File: src/rtl/shared_pkg.sv
// Types and constants shared by the SPI slave front end and the single-port RAM.
package shared_pkg;

    localparam int MEM_WIDTH = 8;
    localparam int CMD_WIDTH = MEM_WIDTH + 2;

    localparam logic [1:0] OP_WR_ADDR = 2'b00;
    localparam logic [1:0] OP_WR_DATA = 2'b01;
    localparam logic [1:0] OP_RD_ADDR = 2'b10;
    localparam logic [1:0] OP_RD_DATA = 2'b11;

    localparam logic [3:0] BIT_CNT_LAST = 4'd9;
    localparam logic [3:0] BIT_CNT_SAT  = 4'd10;

    typedef enum logic [2:0] {
        IDLE,
        CHK_CMD,
        WRITE,
        READ_ADD,
        READ_DATA
    } spi_state_e;

endpackage

File: src/rtl/spi_miso_piso.sv
// MISO serialiser: loads one RAM word, drives it MSB-first over 8 edges, then pulses done.
module spi_miso_piso
    import shared_pkg::*;
(
    input  logic                 clk,
    input  logic                 rst_n,
    input  logic                 clr_i,
    input  logic                 load_i,
    input  logic [MEM_WIDTH-1:0] load_data_i,
    output logic                 miso_o,
    output logic                 done_o
);

    logic [MEM_WIDTH-1:0] shift_q;
    logic [2:0]           cnt_q;
    logic                 busy_q;
    logic                 miso_q;
    logic                 done_q;

    always_ff @(posedge clk or negedge rst_n) begin
        if (!rst_n) begin
            shift_q <= '0;
            cnt_q   <= '0;
            busy_q  <= 1'b0;
            miso_q  <= 1'b0;
            done_q  <= 1'b0;
        end else begin
            done_q <= 1'b0;
            if (clr_i) begin
                shift_q <= '0;
                cnt_q   <= '0;
                busy_q  <= 1'b0;
                miso_q  <= 1'b0;
            end else if (load_i) begin
                // MSB goes out on the load edge itself; the remaining 7 bits follow.
                shift_q <= load_data_i;
                cnt_q   <= '0;
                busy_q  <= 1'b1;
                miso_q  <= load_data_i[MEM_WIDTH-1];
            end else if (busy_q) begin
                if (cnt_q == 3'd7) begin
                    shift_q <= '0;
                    busy_q  <= 1'b0;
                    miso_q  <= 1'b0;
                    done_q  <= 1'b1;
                end else begin
                    miso_q  <= shift_q[MEM_WIDTH-2];
                    shift_q <= {shift_q[MEM_WIDTH-2:0], 1'b0};
                    cnt_q   <= cnt_q + 3'd1;
                end
            end
        end
    end

    assign miso_o = miso_q;
    assign done_o = done_q;

endmodule

File: src/rtl/spi_slave_ctrl.sv
// SPI slave front end: deserialises MOSI frames into RAM commands and returns
// read data on MISO. clk doubles as SCK.
module spi_slave_ctrl
    import shared_pkg::*;
(
    input  logic                 clk,
    input  logic                 rst_n,
    input  logic                 SS_n,
    input  logic                 MOSI,
    output logic                 MISO,
    output logic [MEM_WIDTH+1:0] rx_data,
    output logic                 rx_valid,
    input  logic [MEM_WIDTH-1:0] tx_data,
    input  logic                 tx_valid
);

    spi_state_e           state_q;
    logic [3:0]           bit_cnt_q;
    logic [CMD_WIDTH-2:0] rx_shift_q;
    logic [CMD_WIDTH-1:0] rx_data_q;
    logic                 rx_valid_q;
    logic                 rd_addr_seen_q;
    logic                 tx_started_q;
    logic                 tx_load;
    logic                 piso_done;

    // One reply per READ_DATA frame, only after the command word has been handed over.
    assign tx_load = !SS_n && (state_q == READ_DATA) && (bit_cnt_q == BIT_CNT_SAT)
                     && tx_valid && !tx_started_q;

    always_ff @(posedge clk or negedge rst_n) begin
        if (!rst_n) begin
            state_q        <= IDLE;
            bit_cnt_q      <= '0;
            rx_shift_q     <= '0;
            rx_data_q      <= '0;
            rx_valid_q     <= 1'b0;
            rd_addr_seen_q <= 1'b0;
            tx_started_q   <= 1'b0;
        end else begin
            // NOTE: defaulting the strobe low first makes rx_valid a single-cycle pulse
            // without repeating the clear in every branch.
            rx_valid_q <= 1'b0;
            if (piso_done) begin
                rd_addr_seen_q <= 1'b0;
            end
            if (SS_n) begin
                state_q      <= IDLE;
                bit_cnt_q    <= '0;
                tx_started_q <= 1'b0;
            end else begin
                case (state_q)
                    IDLE: state_q <= CHK_CMD;
                    CHK_CMD: begin
                        bit_cnt_q <= '0;
                        if (!MOSI)               state_q <= WRITE;
                        else if (rd_addr_seen_q) state_q <= READ_DATA;
                        else                     state_q <= READ_ADD;
                    end
                    default: begin
                        if (bit_cnt_q < BIT_CNT_SAT) begin
                            rx_shift_q <= {rx_shift_q[CMD_WIDTH-3:0], MOSI};
                            bit_cnt_q  <= bit_cnt_q + 4'd1;
                            if (bit_cnt_q == BIT_CNT_LAST) begin
                                rx_data_q  <= {rx_shift_q, MOSI};
                                rx_valid_q <= 1'b1;
                                if (state_q == READ_ADD) begin
                                    rd_addr_seen_q <= 1'b1;
                                end
                            end
                        end
                        if (tx_load) begin
                            tx_started_q <= 1'b1;
                        end
                    end
                endcase
            end
        end
    end

    spi_miso_piso u_piso (
        .clk         (clk),
        .rst_n       (rst_n),
        .clr_i       (SS_n),
        .load_i      (tx_load),
        .load_data_i (tx_data),
        .miso_o      (MISO),
        .done_o      (piso_done)
    );

    assign rx_data  = rx_data_q;
    assign rx_valid = rx_valid_q;

endmodule

File: config.mk
export PLATFORM = sky130hd
export DESIGN_NAME = spi_slave_ctrl
export DESIGN_NICKNAME = d
export VERILOG_FILES = /design/src/rtl/shared_pkg.sv /design/src/rtl/spi_miso_piso.sv /design/src/rtl/spi_slave_ctrl.sv
export SDC_FILE = /design/constraint.sdc
export NUM_CORES = 1
export LEC_CHECK = 0
export ABC_AREA = 1
export BUFFER_PORTS_ARGS = -buffer_cell sky130_fd_sc_hd__clkbuf_2
export CORE_ASPECT_RATIO = 1.4
export CORE_MARGIN = 4
export CORE_UTILIZATION = 51
export CTS_BUF_LIST = sky130_fd_sc_hd__clkbuf_4 sky130_fd_sc_hd__clkbuf_8 sky130_fd_sc_hd__clkbuf_16
export CTS_CLUSTER_DIAMETER = 120
export DETAILED_ROUTE_END_ITERATION = 8
export GPL_TIMING_DRIVEN = 0
export PLACE_DENSITY_LB_ADDON = 0.1
export SLEW_MARGIN = 40
export SYNTH_ARGS = -nofsm -noshare
export SYNTH_HDL_FRONTEND = slang
export SYNTH_SLANG_ARGS = --single-unit
export TNS_END_PERCENT = 10
File: constraint.sdc
create_clock -name clk -period 1.5 [get_ports clk]
set_clock_uncertainty 0.15 [all_clocks]
set_input_delay 0.375 -clock clk [delete_from_list [all_inputs] [get_ports clk]]
set_output_delay 0.375 -clock clk [all_outputs]
set_load 0.01 [all_outputs]
==> results_dict.tcl, run 1 <==
set metrics [dict create \
    outcome "complete, but fails checks" \
    fin_cells 321 \
    synth_enable_flop_cells 0 \
    max_freq_mhz 633.9 \
    numPlacedInstances 305 \
    arrival_ps 1660 \
    p_leak_nw 1.334 \
    routed_via_density 5.059 \
    hold_depth 3 \
    reg2reg_depth 12 \
    syn_to_final_growth_pct 21.41 \
    clock-sinks 42 \
    yosys-top-cells-area "dfrtp_1 (53%), nand2_1 (15%), inv_1 (7.4%)" \
    synthMostInstantiatedCell "nand2_1" \
    crit_fanout 8 \
    grt_antenna_before_repair 0 \
    min-delay-path-class "in2reg" \
    fill_cells 332 \
    cts-root-to-sink-buffers 2 \
    boundaryPins 25 \
    clk_pin_slew_worst_paths_ps 80 \
    violations_in_the_final_reports "setup timing" \
    ff_to_ff_setup_slack_ps -80 \
    power.ir.vdd_worst_v 0.001291 \
    maxSlewHeadroom_pct 61.74 \
    detailed_place_hpwl_mm 2.712 \
    area_of_all_placed_cells_without_fillers_um2 2399 \
    numCtsBuffers 5 \
    first_global_vias 1588 \
    grt_max_degree 43 \
    chipWidth_um 60.60 \
    yosysWarnings 0 \
    cts.root.buffer_cell "clkbuf_8" \
    avgSynthCellArea_um2 8.266 \
    timing.hold.worst_endpoint "u_piso.shift_q[0]$_DFFE_PN0P_" \
    rows 26 \
    required_ps 1580 \
    antenna-diode-count 0 \
    fin_ws_ps -77.48 \
    yosys-top-cells-count "nand2_1 (79), dfrtp_1 (42), inv_1 (39)" \
    hold_violations 0 \
    ctsHtreeMaxLevel 2 \
    max_slew.worst_pin.slew_ps 573.9 \
    ys_seq_area_share_pct 53.20 \
    globalRoute.totalOverflow 0 \
    finalWirelength_mm 4.007 \
    final-setup-viol-count 29 \
    worst_r2r_endpoint "u_piso.shift_q[3]$_DFFE_PN0P_" \
    layout_worst_path_cycle_share_pct 105.2 \
    drcViolationCount 0 \
    distinct_cell_type_count_after_synthesis 21 \
    unrepaired_setup_endpoints_after_global_routing "true" \
    regToRegStartpoint "bit_cnt_q[0]$_DFFE_PN0P_" \
    worstSetupEndpointType "register" \
    synth_area_um2 1976 \
    placement.io_buffers 24 \
    timing.final.crit_period_ps 1577 \
    core_area_um2 3709 \
    drive_gt1_share_pct 21.86 \
    setup.worst_path.start_class "register" \
    fin_nets 296 \
    ys_ff_latch 42 \
    path_class "reg2reg" \
    globalplace.congestion 0.8184 \
    clock_tree_from_tritoncts "yes" \
    yosys.area.top_type "dfrtp_1" \
    cp-startpoint "bit_cnt_q[0]$_DFFE_PN0P_" \
    detail-route-antenna-nets 0 \
    clock_insertion_delay_worst_skew_ps 300 \
    synthCells 239 \
    ys_async_sr_fraction_pct 100.0 \
    syn_nets 257 \
    wl_per_cell_um 12.48 \
    grt_pass1_wl_mm 6.775 \
    post-synth-top-area-fraction_pct 53.20 \
    tns_ps -1075 \
    floorplan.initialDensity_pct 53.27 \
    drt_initial_violations 57 \
    drv_slew 0 \
    floorplan.die.height_um 81.65 \
    placed_inst_area_um2 2151 \
    fp.dieArea_um2 4948 \
    max_cap_violations 0 \
    power_density_nw_per_um2 1189 \
    drt-pass1-iter-count 4 \
    tot_gr_track_use_pct 18.14 \
    ys_dominant_reg_cell "dfrtp_1" \
    min_from "tx_data[0]" \
    vias 1624 \
]
[layout make-up]
type	instances	area [um2]	area share [%]
Buffer	6	56.30	2.347
Clock buffer	5	68.82	2.869
Clock inverter	3	43.79	1.826
Inverter	41	153.9	6.416
Multi-Input combinational cell	150	774.5	32.29
Sequential cell	42	1051	43.82
Tap cell	42	52.55	2.191
Timing Repair Buffer	32	197.7	8.242
[per-layer routing]
| metal | vias up | GRT usage (%) | share of wire [%] |
|---|---|---|---|
| met3 | 9 | 4.245 | 3.1 |
| met2 | 31 | 32.23 | 52 |
| li1 | 815 | - | - |
| met1 | 769 | 20.35 | 42 |
| met4 | 0 | 7.375 | 2.0 |
| met5 | - | 0 | 0 |
[worst max-delay path, stage by stage, from the launching register on]
cell and delay [ps]:
dfrtp_1 400, inv_2 80, ha_4 140, nand3_4 60, nor2_4 120, nand2_4 60, buf_8 120, buf_12 130
nand2_1 50, nand2_1 40, inv_1 40, nand2_1 40, nand2_1 70
[sequential cells by signal (all words and copies together), names as in the netlist]
| signal | count |
|---|---|
| rx_data | 10 |
| rx_shift_q | 9 |
| u_piso.shift_q | 7 |
| bit_cnt_q | 4 |
| state_q | 3 |
| u_piso.cnt_q | 3 |
| rd_addr_seen_q | 1 |
| rx_valid | 1 |
| tx_started_q | 1 |
| u_piso.busy_q | 1 |
| u_piso.done_o | 1 |
| u_piso.miso_o | 1 |
[cells in the final DEF, fill, tap and decap left out, types with 4 or more instances in the layout]
| master | count |
|---|---|
| a21oi_1 | 4 |
| buf_4 | 10 |
| clkbuf_2 | 23 |
| clkbuf_8 | 5 |
| dfrtp_1 | 42 |
| ha_1 | 4 |
| inv_1 | 37 |
| inv_2 | 4 |
| nand2_1 | 77 |
| nand3_1 | 15 |
| o21ai_0 | 27 |
[kinds of logic after synthesis]
family | share of synthesized area [%]
compound gates | 9.627
flops | 53.20
xor+xnor | 1.330
fa+ha+maj | 3.167
buf+inv | 9.500
simple gates | 23.18
[timing repair]
item                       in CTS  in global routing
gates cloned                    0                  1
hold endpoints to repair       42                  0
hold buffers                    1                  0
resized for setup              10                 14
pin swaps                       7                  7
setup endpoints to repair      35                 36
setup buffers                   4                  2
[stage by stage]
stage / power [mW] / hold slack, ps / util (%) / worst slack [ps]
after global routing: 3.044 / 149.0 / 64.68 / -179.1
after CTS: 2.793 / 147.7 / 63.16 / -168.0
final: 2.852 / 151.3 / 64.68 / -77.48
after detailed placement: 1.856 / 283.6 / 58.00 / -386.5
after floorplan: 1.707 / -70.59 / - / -93.65
after global placement: 1.843 / 301.5 / 57.93 / -338.4
[worst max path at each step]
| stage | end | slack (ps) |
|---|---|---|
| final | u_piso.shift_q[3]$_DFFE_PN0P_ | -80 |
| after global routing | u_piso.shift_q[3]$_DFFE_PN0P_ | -180 |
| after CTS | u_piso.shift_q[5]$_DFFE_PN0P_ | -170 |
| after detailed placement | u_piso.shift_q[5]$_DFFE_PN0P_ | -390 |
| after global placement | u_piso.miso_o$_DFFE_PN0P_ | -340 |
| after floorplan | u_piso.miso_o$_DFFE_PN0P_ | -90 |
[report_power, final]
part	switching, mW	internal (mW)	leakage [nW]
Clock	0.399	0.499	0.0585
Combinational	0.366	0.225	0.704
Sequential	0.0895	1.27	0.572
Total	0.854	2.00	1.33
Note: power is estimated with default switching activity, not from simulation.
==> run 2, diff against run 1 <==
CORE_MARGIN = default   (was 4)
==> run 2 against run 1 <==
  * The run still ends with setup timing left
  * Register-to-register slack about the same
  * Total power fell by 5.2%
  * Global-route usage rose by 3.5 points
  * Hold slack better by 15 ps
  * Critical path type unchanged
  * Highest routed layer unchanged
==> results_dict.tcl, run 2 (synthesized netlist as in run 1, its figures left out) <==
set metrics [dict create \
    chipWidth_um 54.60 \
    outcome "complete, but fails checks" \
    hold_violations 0 \
    ff_to_ff_setup_slack_ps -70 \
    fp.dieArea_um2 4130 \
    regToRegStartpoint "bit_cnt_q[0]$_DFFE_PN0P_" \
    reg2reg_depth 9 \
    grt_use_met2_pct 37.48 \
    post-route-util_pct 66.41 \
    violations_in_the_final_reports "setup timing" \
    max_slew.worst_pin.slew_ps 569.5 \
    fill_cells 332 \
    globalRouteMet3Util_pct 4.790 \
    drt_initial_violations 20 \
    globalplace.congestion 0.7993 \
    cts-root-to-sink-buffers 2 \
    numCtsBuffers 5 \
    grt_antenna_before_repair 0 \
    ctsHtreeMaxLevel 2 \
    finalWirelength_mm 3.948 \
    multi_input_comb_area_um2 808.3 \
    drt-pass1-iter-count 4 \
    worstPathCellList "inv_2 > ha_4 > nand3_4 > nor2_4 > nand2_4 > buf_8 > a21oi_4 > nand2_1 > nand2_1" \
    first_global_vias 1515 \
    grt_max_degree 43 \
    critPathMostFrequentCell "nand2_1" \
    power.ir.vdd_worst_v 0.0009450 \
    min_from "tx_data[0]" \
    power_density_nw_per_um2 1108 \
    mostFrequentLayoutCell "nand2_1" \
    arrival_ps 1650 \
    setup.worst_path.start_class "register" \
    clock_insertion_delay_worst_skew_ps 290 \
    critPathMaxStageDelay_ps 400 \
    vias 1603 \
    final-setup-viol-count 10 \
    path_class "reg2reg" \
    worst_r2r_endpoint "u_piso.shift_q[2]$_DFFE_PN0P_" \
    drcViolationCount 0 \
    placement.io_buffers 24 \
    boundaryPins 25 \
    fin_nets 298 \
    required_ps 1590 \
    drive_gt1_share_pct 26.69 \
    layout_worst_path_cycle_share_pct 104.4 \
    cts.root.buffer_cell "clkbuf_8" \
    floorplan.initialDensity_pct 53.74 \
    detail-route-antenna-nets 0 \
    core_area_um2 3676 \
    tot_gr_track_use_pct 21.62 \
    max_freq_mhz 638.3 \
    seqCellArea_um2 1052 \
    grt_pass1_wl_mm 6.486 \
    timing.hold.worst_endpoint "u_piso.shift_q[0]$_DFFE_PN0P_" \
    wl_per_cell_um 12.22 \
    max_cap_violations 0 \
    globalRoute.totalOverflow 0 \
    crit_fanout 7 \
    routed_via_density 4.963 \
    drv_slew 0 \
    clock-sinks 42 \
    largest_register_ffs 10 \
    p_leak_nw 1.331 \
    grt.met1_usage_pct 25.98 \
    clock_tree_from_tritoncts "yes" \
    rows 26 \
    layout_common_cells "nand2_1 (71), dfrtp_1 (41), inv_1 (34), clkbuf_2 (23), o21ai_0 (18)" \
    worstSetupEndpointType "register" \
    grt_busiest_layer "met2" \
    fin_ws_ps -66.65 \
    number_of_buffer_and_inverter_instances_along_the_worst_setup_path 2 \
    floorplan.die.height_um 75.65 \
    min-delay-path-class "in2reg" \
    hold_depth 3 \
    whs_ps 166.5 \
    timing.final.crit_period_ps 1567 \
    top_delay_family_on_crit_path "flip-flops" \
    detailed_place_hpwl_mm 2.584 \
    maxSlewHeadroom_pct 62.03 \
    antenna-diode-count 0 \
    unrepaired_setup_endpoints_after_global_routing "true" \
    slowest_stage "dfrtp_1" \
    syn_to_final_growth_pct 23.56 \
    clk_pin_slew_worst_paths_ps 80 \
]
-- run 2: changes by cell type in the layout (fill, tap and decap cells not counted), sizes merged --
cell      before  now
buf           13   15
bufinv         1    0
clkinv         1    2
clkinvlp       0    1
inv           42   41
-- run 2: timing repair --
action / 4_1_cts / 5_1_grt
endpoints found under the setup margin: 34 / 38
resized for setup: 8 / 44
hold endpoints to repair: 42 / 0
pin swaps: 8 / 10
cloned: 0 / 1
hold buffers: 1 / 0
buffers inserted: 5 / 3
-- run 2: area by class of cell --
| type | count | area share [%] |
|---|---|---|
| plain buffers | 6 | 2.768 |
| repair buffers | 34 | 8.867 |
| multi-input cells | 150 | 33.11 |
| flip-flops and latches | 42 | 43.11 |
| clock inverters | 3 | 0.8713 |
| well taps | 42 | 2.153 |
| clock buffers | 5 | 2.819 |
| inverters | 41 | 6.304 |
-- run 2: metal layers --
metal  up-vias  wire length, um
met5         -                0
met4         0               40
met3         5               94
met2        21             1994
met1       760             1819
li1        817                -
-- run 2: worst register-to-register path, cell delays in order (launching register included) --
cell	delay, ps
dfrtp_1	400
inv_2	80
ha_4	130
nand3_4	60
nor2_4	120
nand2_4	60
buf_8	130
a21oi_4	210
nand2_1	90
nand2_1	70
-- run 2: how the worst max path moves through the flow --
stage	from	end	slack, ps	depth (start not counted)
global placement	SS_n	u_piso.shift_q[2]$_DFFE_PN0P_	-340	9
global route	bit_cnt_q[0]$_DFFE_PN0P_	u_piso.miso_o$_DFFE_PN0P_	-150	12
floorplan	bit_cnt_q[0]$_DFFE_PN0P_	u_piso.miso_o$_DFFE_PN0P_	-90	9
finish	bit_cnt_q[0]$_DFFE_PN0P_	u_piso.shift_q[2]$_DFFE_PN0P_	-70	9
detailed placement	SS_n	u_piso.shift_q[2]$_DFFE_PN0P_	-350	9
CTS	bit_cnt_q[0]$_DFFE_PN0P_	u_piso.shift_q[2]$_DFFE_PN0P_	-180	9
-- run 2: report_power, final --
part | internal (mW) | total (mW) | leakage [nW] | switching [mW]
Sequential | 1.27 | 1.37 | 0.570 | 0.0981
Clock | 0.327 | 0.725 | 0.0441 | 0.398
Combinational | 0.233 | 0.606 | 0.717 | 0.373
Total | 1.84 | 2.70 | 1.33 | 0.869
-- run 2: per-stage QoR --
| stage | area (um2) | setup TNS [ps] | setup slack, ps | power, mW | cells |
|---|---|---|---|---|---|
| floorplan | 1976 | -701.6 | -93.65 | 1.707 | 239 |
| global placement | 2148 | -6104 | -340.5 | 1.846 | 305 |
| detailed placement | 2151 | -6831 | -351.0 | 1.864 | 305 |
| CTS | 2322 | -1381 | -175.1 | 2.622 | 319 |
| global route | 2441 | -2181 | -150.6 | 2.885 | 323 |
| finish | 2441 | -453.8 | -66.65 | 2.705 | 323 |
